$ cat src/rtl/io_bus_arbiter_if.sv
// Bus bundle between the two requesters, the arbiter and the IO hub slave port.
// The arbiter uses the slave modport; the environment uses the master modport.
interface io_bus_arbiter_if;
    logic        m0_stb_i, m1_stb_i;
    logic        m0_we_i,  m1_we_i;
    logic [15:0] m0_addr_i, m1_addr_i;
    logic [15:0] m0_dat_i,  m1_dat_i;
    logic        m0_ack_o, m1_ack_o;
    logic        m0_err_o, m1_err_o;
    logic [15:0] m0_dat_o, m1_dat_o;
    logic        s_stb_o, s_we_o;
    logic [15:0] s_addr_o, s_dat_o;
    logic        s_ack_i;
    logic [15:0] s_dat_i;
    logic [1:0]  grant_o;
    logic [7:0]  tmo_cnt_o;

    modport slave (
        input  m0_stb_i, m1_stb_i, m0_we_i, m1_we_i,
        input  m0_addr_i, m1_addr_i, m0_dat_i, m1_dat_i,
        input  s_ack_i, s_dat_i,
        output m0_ack_o, m1_ack_o, m0_err_o, m1_err_o, m0_dat_o, m1_dat_o,
        output s_stb_o, s_we_o, s_addr_o, s_dat_o, grant_o, tmo_cnt_o
    );

    modport master (
        output m0_stb_i, m1_stb_i, m0_we_i, m1_we_i,
        output m0_addr_i, m1_addr_i, m0_dat_i, m1_dat_i,
        output s_ack_i, s_dat_i,
        input  m0_ack_o, m1_ack_o, m0_err_o, m1_err_o, m0_dat_o, m1_dat_o,
        input  s_stb_o, s_we_o, s_addr_o, s_dat_o, grant_o, tmo_cnt_o
    );
endinterface

$ cat src/rtl/io_bus_arbiter.sv
// Round-robin two-master arbiter for the IO hub strobe/ack port, one transfer
// per grant, with a per-transfer bus timeout and a saturating timeout counter.
module io_bus_arbiter #(
    parameter int TIMEOUT = 15
) (
    input  logic           clk_i,
    input  logic           rst_n_i,
    io_bus_arbiter_if.slave bus
);
    localparam logic [1:0] IDLE = 2'd0;
    localparam logic [1:0] BUSY = 2'd1;
    localparam logic [1:0] TURN = 2'd2;
    localparam logic [7:0] WAIT_LAST = 8'(TIMEOUT - 1);

    logic [1:0]       state;
    logic             owner;
    logic             last;
    logic [7:0]       wait_cnt;
    logic [7:0]       tmo_cnt;
    logic [1:0]       grant;

    logic [1:0]       stb, we;
    logic [1:0][15:0] addr, wdat;
    logic             busy, own_stb, done, expire;

    assign stb  = {bus.m1_stb_i,  bus.m0_stb_i};
    assign we   = {bus.m1_we_i,   bus.m0_we_i};
    assign addr = {bus.m1_addr_i, bus.m0_addr_i};
    assign wdat = {bus.m1_dat_i,  bus.m0_dat_i};

    assign busy    = (state == BUSY);
    assign own_stb = stb[owner];
    // Ack wins over the timeout when both land in the same cycle.
    assign done    = busy & own_stb & bus.s_ack_i;
    assign expire  = busy & own_stb & ~bus.s_ack_i & (wait_cnt == WAIT_LAST);

    // Slave side follows the owner combinationally so a dropped strobe is seen at once.
    assign bus.s_stb_o  = busy & own_stb;
    assign bus.s_we_o   = busy & we[owner];
    assign bus.s_addr_o = busy ? addr[owner] : '0;
    assign bus.s_dat_o  = busy ? wdat[owner] : '0;

    assign bus.m0_ack_o = done & ~owner;
    assign bus.m1_ack_o = done & owner;
    assign bus.m0_err_o = expire & ~owner;
    assign bus.m1_err_o = expire & owner;
    assign bus.m0_dat_o = bus.m0_ack_o ? bus.s_dat_i : '0;
    assign bus.m1_dat_o = bus.m1_ack_o ? bus.s_dat_i : '0;

    assign bus.grant_o   = grant;
    assign bus.tmo_cnt_o = tmo_cnt;

    always_ff @(posedge clk_i or negedge rst_n_i) begin
        if (!rst_n_i) begin
            state    <= IDLE;
            owner    <= 1'b0;
            last     <= 1'b1;
            wait_cnt <= '0;
            tmo_cnt  <= '0;
            grant    <= '0;
        end else begin
            case (state)
                IDLE: begin
                    wait_cnt <= '0;
                    if (|stb) begin
                        // On a tie the master not served last goes first.
                        owner <= (&stb) ? ~last : stb[1];
                        grant <= (&stb) ? (last ? 2'b01 : 2'b10) : stb;
                        state <= BUSY;
                    end
                end
                BUSY: begin
                    if (done) begin
                        last  <= owner;
                        grant <= '0;
                        state <= TURN;
                    end else if (!own_stb) begin
                        grant <= '0;
                        state <= IDLE;
                    end else if (wait_cnt == WAIT_LAST) begin
                        if (tmo_cnt != 8'hFF) tmo_cnt <= tmo_cnt + 8'd1;
                        last  <= owner;
                        grant <= '0;
                        state <= TURN;
                    end else begin
                        wait_cnt <= wait_cnt + 8'd1;
                    end
                end
                default: state <= IDLE;
            endcase
        end
    end
endmodule
$ cat src/flat_wrapper.sv
// flat-port wrapper written by rule: the top's interface ports become plain ports
module io_bus_arbiter_flat 
#(
    parameter int TIMEOUT = 15
)
  (clk_i, rst_n_i, bus_m0_stb_i, bus_m1_stb_i, bus_m0_we_i, bus_m1_we_i, bus_m0_addr_i, bus_m1_addr_i, bus_m0_dat_i, bus_m1_dat_i, bus_s_ack_i, bus_s_dat_i, bus_m0_ack_o, bus_m1_ack_o, bus_m0_err_o, bus_m1_err_o, bus_m0_dat_o, bus_m1_dat_o, bus_s_stb_o, bus_s_we_o, bus_s_addr_o, bus_s_dat_o, bus_grant_o, bus_tmo_cnt_o);
  io_bus_arbiter_if bus_i ();
  input  logic clk_i;
  input  logic rst_n_i;
  input wire logic [$bits(bus_i.m0_stb_i)-1:0] bus_m0_stb_i;
  input wire logic [$bits(bus_i.m1_stb_i)-1:0] bus_m1_stb_i;
  input wire logic [$bits(bus_i.m0_we_i)-1:0] bus_m0_we_i;
  input wire logic [$bits(bus_i.m1_we_i)-1:0] bus_m1_we_i;
  input wire logic [$bits(bus_i.m0_addr_i)-1:0] bus_m0_addr_i;
  input wire logic [$bits(bus_i.m1_addr_i)-1:0] bus_m1_addr_i;
  input wire logic [$bits(bus_i.m0_dat_i)-1:0] bus_m0_dat_i;
  input wire logic [$bits(bus_i.m1_dat_i)-1:0] bus_m1_dat_i;
  input wire logic [$bits(bus_i.s_ack_i)-1:0] bus_s_ack_i;
  input wire logic [$bits(bus_i.s_dat_i)-1:0] bus_s_dat_i;
  output wire logic [$bits(bus_i.m0_ack_o)-1:0] bus_m0_ack_o;
  output wire logic [$bits(bus_i.m1_ack_o)-1:0] bus_m1_ack_o;
  output wire logic [$bits(bus_i.m0_err_o)-1:0] bus_m0_err_o;
  output wire logic [$bits(bus_i.m1_err_o)-1:0] bus_m1_err_o;
  output wire logic [$bits(bus_i.m0_dat_o)-1:0] bus_m0_dat_o;
  output wire logic [$bits(bus_i.m1_dat_o)-1:0] bus_m1_dat_o;
  output wire logic [$bits(bus_i.s_stb_o)-1:0] bus_s_stb_o;
  output wire logic [$bits(bus_i.s_we_o)-1:0] bus_s_we_o;
  output wire logic [$bits(bus_i.s_addr_o)-1:0] bus_s_addr_o;
  output wire logic [$bits(bus_i.s_dat_o)-1:0] bus_s_dat_o;
  output wire logic [$bits(bus_i.grant_o)-1:0] bus_grant_o;
  output wire logic [$bits(bus_i.tmo_cnt_o)-1:0] bus_tmo_cnt_o;
  assign bus_i.m0_stb_i = bus_m0_stb_i;
  assign bus_i.m1_stb_i = bus_m1_stb_i;
  assign bus_i.m0_we_i = bus_m0_we_i;
  assign bus_i.m1_we_i = bus_m1_we_i;
  assign bus_i.m0_addr_i = bus_m0_addr_i;
  assign bus_i.m1_addr_i = bus_m1_addr_i;
  assign bus_i.m0_dat_i = bus_m0_dat_i;
  assign bus_i.m1_dat_i = bus_m1_dat_i;
  assign bus_i.s_ack_i = bus_s_ack_i;
  assign bus_i.s_dat_i = bus_s_dat_i;
  assign bus_m0_ack_o = bus_i.m0_ack_o;
  assign bus_m1_ack_o = bus_i.m1_ack_o;
  assign bus_m0_err_o = bus_i.m0_err_o;
  assign bus_m1_err_o = bus_i.m1_err_o;
  assign bus_m0_dat_o = bus_i.m0_dat_o;
  assign bus_m1_dat_o = bus_i.m1_dat_o;
  assign bus_s_stb_o = bus_i.s_stb_o;
  assign bus_s_we_o = bus_i.s_we_o;
  assign bus_s_addr_o = bus_i.s_addr_o;
  assign bus_s_dat_o = bus_i.s_dat_o;
  assign bus_grant_o = bus_i.grant_o;
  assign bus_tmo_cnt_o = bus_i.tmo_cnt_o;
  io_bus_arbiter #(.TIMEOUT(TIMEOUT)) u_core (.clk_i(clk_i), .rst_n_i(rst_n_i), .bus(bus_i));
endmodule
$ cat config.mk
export PLATFORM = sky130hd
export DESIGN_NAME = io_bus_arbiter_flat
export DESIGN_NICKNAME = d
export VERILOG_FILES = /design/src/rtl/io_bus_arbiter_if.sv /design/src/rtl/io_bus_arbiter.sv /design/src/flat_wrapper.sv
export SDC_FILE = /design/constraint.sdc
export NUM_CORES = 1
export LEC_CHECK = 0
export BUFFER_PORTS_ARGS = -buffer_cell sky130_fd_sc_hd__clkbuf_2
export CORE_MARGIN = 4
export CORE_UTILIZATION = 40
export DETAILED_ROUTE_END_ITERATION = 12
export HOLD_SLACK_MARGIN = 0.12
export PLACE_DENSITY_LB_ADDON = 0.2
export SLEW_MARGIN = 20
export SYNTH_ARGS = -nofsm -noshare
export SYNTH_HDL_FRONTEND = slang
export SYNTH_SLANG_ARGS = --single-unit
$ cat constraint.sdc
create_clock -name clk_i -period 6 [get_ports clk_i]
set_clock_uncertainty 0.15 [all_clocks]
set_input_delay 0.6 -clock clk_i [delete_from_list [all_inputs] [get_ports clk_i]]
set_output_delay 0.6 -clock clk_i [all_outputs]
set_load 0.01 [all_outputs]
[Word level (Yosys, flattened, before mapping)]
Cells that the tools add are included.
Storage, ports and cells
  bits in registers: 22
  bits of input ports: 87
  logic and storage cells: 74
Cells by class
  bitwise operators: 13
  add/subtract/negate cells: 2
  muxes and demuxes: 32
  equal/unequal tests: 8
  reductions and logical operators: 12
  order comparisons: 1
Operators by type and width (count)
  16-bit 2-to-1 mux: 8
  8-bit 2-to-1 mux: 3
  2-bit 2-to-1 mux: 10
  8-bit by 1-bit adder with 8-bit output, second input constant: 2
  8-bit one-hot mux with 2 select lines: 1
  1-bit bitwise AND: 9
  8-bit by 4-bit equality test with 1-bit output, second input constant: 1
  1-bit 2-to-1 mux: 8
  8-bit inequality test, second input constant: 1
  2-bit one-hot mux with 2 select lines: 2
  2-bit inequality test, second input constant: 3
  2-bit AND reduction: 3
  3-bit AND reduction: 2
  2-bit nonzero test: 3
  5-bit AND reduction: 1
  4-bit inequality test, second input constant: 1
  1-bit NOT: 4
  4-bit AND reduction: 1
  2-bit by 1-bit equality test with 1-bit output, second input constant: 1
  2-bit logical NOT: 1
  1-bit by 2-bit less-than comparator with 1-bit output, second input constant: 1
  2-bit by 1-bit inequality test with 1-bit output, second input constant: 1
  2-bit OR reduction: 1

[Logic depth before layout (Yosys ltp)]
  depth in word-level cells: 6
  depth in mapped cells: 7
  mapped depth without buffers: 6

[Least setup slack after synthesis]
No wires, ideal clock.
  path type: reg2out
  start: register u_core.wait_cnt[0]
  end: output port bus_m0_err_o
  data required time: 5.250 ns
  buffers on the path: 1
  arrival time: 1.925 ns
  path slack: 3.325 ns
  cell stages (with the launch flop): 7
  path through: dfrtp_1 -> inv_1 -> ha_1 -> or4b_4 -> or4_1 -> buf_6 -> nor2_1
On the way
  longest elaborated chain between the ends: 3
RTL lines
  start, declared: line io_bus_arbiter.sv:18  | logic [7:0] wait_cnt;
  start signal, assigned: line io_bus_arbiter.sv:86  | wait_cnt <= wait_cnt + 8'd1;
  8-bit by 4-bit equality test with 1-bit output: line io_bus_arbiter.sv:35  | assign expire = busy & own_stb & ~bus.s_ack_i & (wait_cnt == WAIT_LAST);
  1-bit bitwise AND: line io_bus_arbiter.sv:35
  1-bit bitwise AND: line io_bus_arbiter.sv:45  | assign bus.m0_err_o = expire & ~owner;
  end, declared: line flat_wrapper.sv:22  | output wire logic [$bits(bus_i.m0_err_o)-1:0] bus_m0_err_o;
Every way passes these cells.

[Final worst setup path]
  start: register u_core.owner
  end: output port bus_m1_err_o
On the way
  longest elaborated chain between the ends: 6
RTL lines
  start, declared: line io_bus_arbiter.sv:16  | logic owner;
  start signal, assigned: line io_bus_arbiter.sv:67  | owner <= (&stb) ? ~last : stb[1];
  1-bit 2-to-1 mux (implied by the code) (2 in series): line io_bus_arbiter.sv:32  | assign own_stb = stb[owner];
  1-bit bitwise AND (3 in series): line io_bus_arbiter.sv:35
  1-bit bitwise AND *: line io_bus_arbiter.sv:46  | assign bus.m1_err_o = expire & owner;
  end, declared: line flat_wrapper.sv:23  | output wire logic [$bits(bus_i.m1_err_o)-1:0] bus_m1_err_o;
Every way passes the cells marked *; elsewhere a longest branch is shown, timed or not. The select of a mux whose other input is x is not followed.

==> results by group <==
Status
  – Outcome: complete, no violations

Global routing
  – Vias in the first global route: about 2200
  – Antenna violations before repair: 0
  – Largest net degree at the start of global routing: between 40 and 50
  – First-pass GRT wire length: a little over 10000 um
  – Grt ovf: 0
  – Total track usage: 0.2046

Drt
  – Wire per inst: between 10 and 15 um
  – Antenna-violating nets left: 0
  – Vias: ~2200
  – DR iter-0 viols: 175
  – WL final: 6356 um
  – Post-route DRC: 0
  – DR pass1 iterations: 4
  – DR vias/cell: roughly 4.8

STA
  – Period Utilization, post-route: 0.5873
  – Peak Freq: between 200 and 300 MHz
  – Setup Total Neg Slack: 0 ns
  – Min cycle time layout: about 3.5 ns
  – Final hold vios: 0
  – Final setup margin: 2.476 ns
  – Least-Margin Pin Slew: around 1 ns
  – Setup violators final: 0
  – Max_slew headroom: 0.3460
  – Slew Viols, Final: 0
  – RSZ-0062 raised after global routing: no

Placement
  – Post-place setup slack: about 2.8 ns
  – PortBufs: around 170
  – Dpl hpwl: 5305 um
  – Final GP Congestion: 0.8787

Die
  – # IOs: ~170
  – Core Region: 4723 um^2
  – DIE HEIGHT: 77.74 um
  – Starting Density: 0.4119
  – Die width: between 70 and 80 um
  – Die Area: 6044 um^2
  – Num rows: 25

Worst setup path
  – R2r worst-path depth: 4
  – Crit path DAT: about 2.8 ns
  – WP data required: 5.25 ns
  – Critical path, cell by cell: mux2i_1 -> or4_1 -> nor2_1 -> clkbuf_2
  – Critical Path Max Stage Delay: between 1 and 1.5 ns
  – CP endpoint kind: primary output
  – Crit path max fanout: 39
  – CP Class: reg2out
  – Startpoint Class: flop
  – Crit path max-delay cell type: dfrtp_2

CTS
  – CTS clock-pin slew for the worst setup and hold paths: 0.08 ns
  – CTS Hold Bufs: 0
  – Clock buffer depth: 2
  – Post-CTS setup buffers: 0
  – Clock sinks: 22
  – CTS tree: yes
  – CTS root buffer: clkbuf_8
  – CTS buffer count: 3
  – PostCTS Resize Cnt: 0
  – H-tree depth: 1
  – Skew-Pair Late Insertion Delay: ~0.26 ns

Synth
  – Yosys cell types: 43
  – Post-synth top area share: 0.2701
  – Synth Cell Area: just under 2000 um^2
  – Asr flop ratio synth: 1.000
  – Register area share after synthesis: 0.2836
  – Syn nets: 326
  – #FFs+latches synth: 22
  – Synthesized area per cell: 8.244 um^2
  – Synth Instances: between 200 and 250
  – Synth warnings: 0
  – Yosys top cell by area: dfrtp_1
  – Ranking of synthesized cells by area: dfrtp_1 27%, mux2i_1 17%, and2_1 11%
  – Top FF cell, synth: dfrtp_1
  – EDFF count, synth: 0

Layout
  – Fillers: between 400 and 500
  – P&R area growth vs syn: 47.72%
  – Ant. Diodes: 0
  – Fraction of layout cells with a size suffix above 1: 0.4733
  – Net count, final: 484
  – Final core utilization: 0.6085

Pwr
  – Max VDD drop: between 150 and 200 uV
  – Cell Pwr Density: roughly 300 nW/um^2
  – Lkg Pwr: roughly 1.7 nW

Job
  – # Max-Cap Violations: 0

Min path
  – Min-delay worst type: in2async
==> synth_stat cells (4+ instances only) <==
cell,number
nand4_1,4
dfrtp_1,21
nand3_1,4
xor2_1,5
clkbuf_1,7
nor2_1,45
inv_1,6
nor4_1,4
buf_1,6
o311ai_0,4
nor3_1,4
mux2i_1,34
nand2_1,14
o21ai_0,4
and2_1,33
==> cells in the final DEF (no fill, tap or decap), drive strengths merged, types with 2 or more instances in the layout <==
cell type,instances
a31oi,2
a32oi,2
and2,33
and4,2
clkbuf,170
dfrtp,21
ha,3
inv,6
mux2,3
mux2i,34
nand2,14
nand2b,3
nand3,4
nand4,4
nor2,45
nor3,4
nor4,4
o21ai,4
o311ai,4
or2,3
or4,2
xnor2,3
xor2,5
==> stage by stage <==
| stage | power [mW] | instance area (um^2) | hold slack, ns | instances |
|---|---|---|---|---|
| after global placement | 0.7476 | 2809 | 0.3236 | 456 |
| after global routing | 0.9246 | 2874 | 0.2024 | 460 |
| after CTS | 0.8629 | 2864 | 0.1754 | 460 |
| after floorplan | 0.5544 | 1946 | 0.1544 | 236 |
| after detailed placement | 0.7540 | 2809 | 0.3304 | 456 |
| final | 0.8555 | 2874 | 0.1504 | 460 |
==> cell type report <==
type | count | area (um^2) | area share
clock buffers | 4 | 55.05 | 0.01916
inverters | 6 | 22.52 | 0.007836
multi-input cells | 194 | 1321 | 0.4597
flip-flops and latches | 22 | 553.0 | 0.1924
well taps | 67 | 83.83 | 0.02917
repair buffers | 167 | 838.3 | 0.2917
==> registers in the layout, indices dropped and copies added (netlist names) <==
| register | flops |
|---|---|
| u_core.state | 2 |
| u_core.last | 1 |
| u_core.bus.tmo_cnt_o | 8 |
| u_core.owner | 1 |
| u_core.bus.grant_o | 2 |
| u_core.wait_cnt | 8 |
==> layer usage <==
metal	vias up	wire [um]	track usage
met4	0	131	0.06228
li1	1137	-	-
met5	-	0	0
met2	91	3189	0.3545
met3	14	559	0.05336
met1	987	2476	0.2462
==> critical path: cells and delay by family (launching register included) <==
family / cells / cell delay, ns
buffers and inverters: 1 / 0.15
flip-flops: 1 / 1.02
multiplexers: 1 / 0.38
AND/OR/NAND/NOR: 2 / 0.95
==> power by group <==
part	switching, mW	internal (mW)	total, mW	leakage [nW]
combinational	0.253	0.232	0.485	1.34
clock	0.0488	0.0585	0.107	0.0288
sequential	0.0910	0.172	0.263	0.290
total	0.393	0.463	0.856	1.66
==> path summary, 6_finish.rpt <==
check,start,to,slack [ns]
max,u_core.owner,bus_m1_err_o,2.48
min,rst_n_i,u_core.wait_cnt[3],0.15
max reg2reg,u_core.owner,u_core.bus.tmo_cnt_o[1],2.94
min reg2reg,u_core.bus.tmo_cnt_o[5],u_core.bus.tmo_cnt_o[5],0.34
max in group asynchronous,rst_n_i,u_core.owner,5.16
min in group clk_i,u_core.bus.tmo_cnt_o[5],u_core.bus.tmo_cnt_o[5],0.34
==> cell families (layout without fill, tap and decap cells) <==
group / after synthesis / in the layout / synth area share
adders and majority gates: 3 / 3 / 0.01929
buffers and inverters: 20 / 177 / 0.04244
xor gates and xnor gates: 8 / 8 / 0.03601
and+or+nand+nor: 124 / 124 / 0.3389
muxes: 37 / 37 / 0.1923
AOI/OAI and AO/OA: 22 / 22 / 0.08746
DFF: 22 / 22 / 0.2836
No activity file was read; power rests on OpenSTA's default activity.
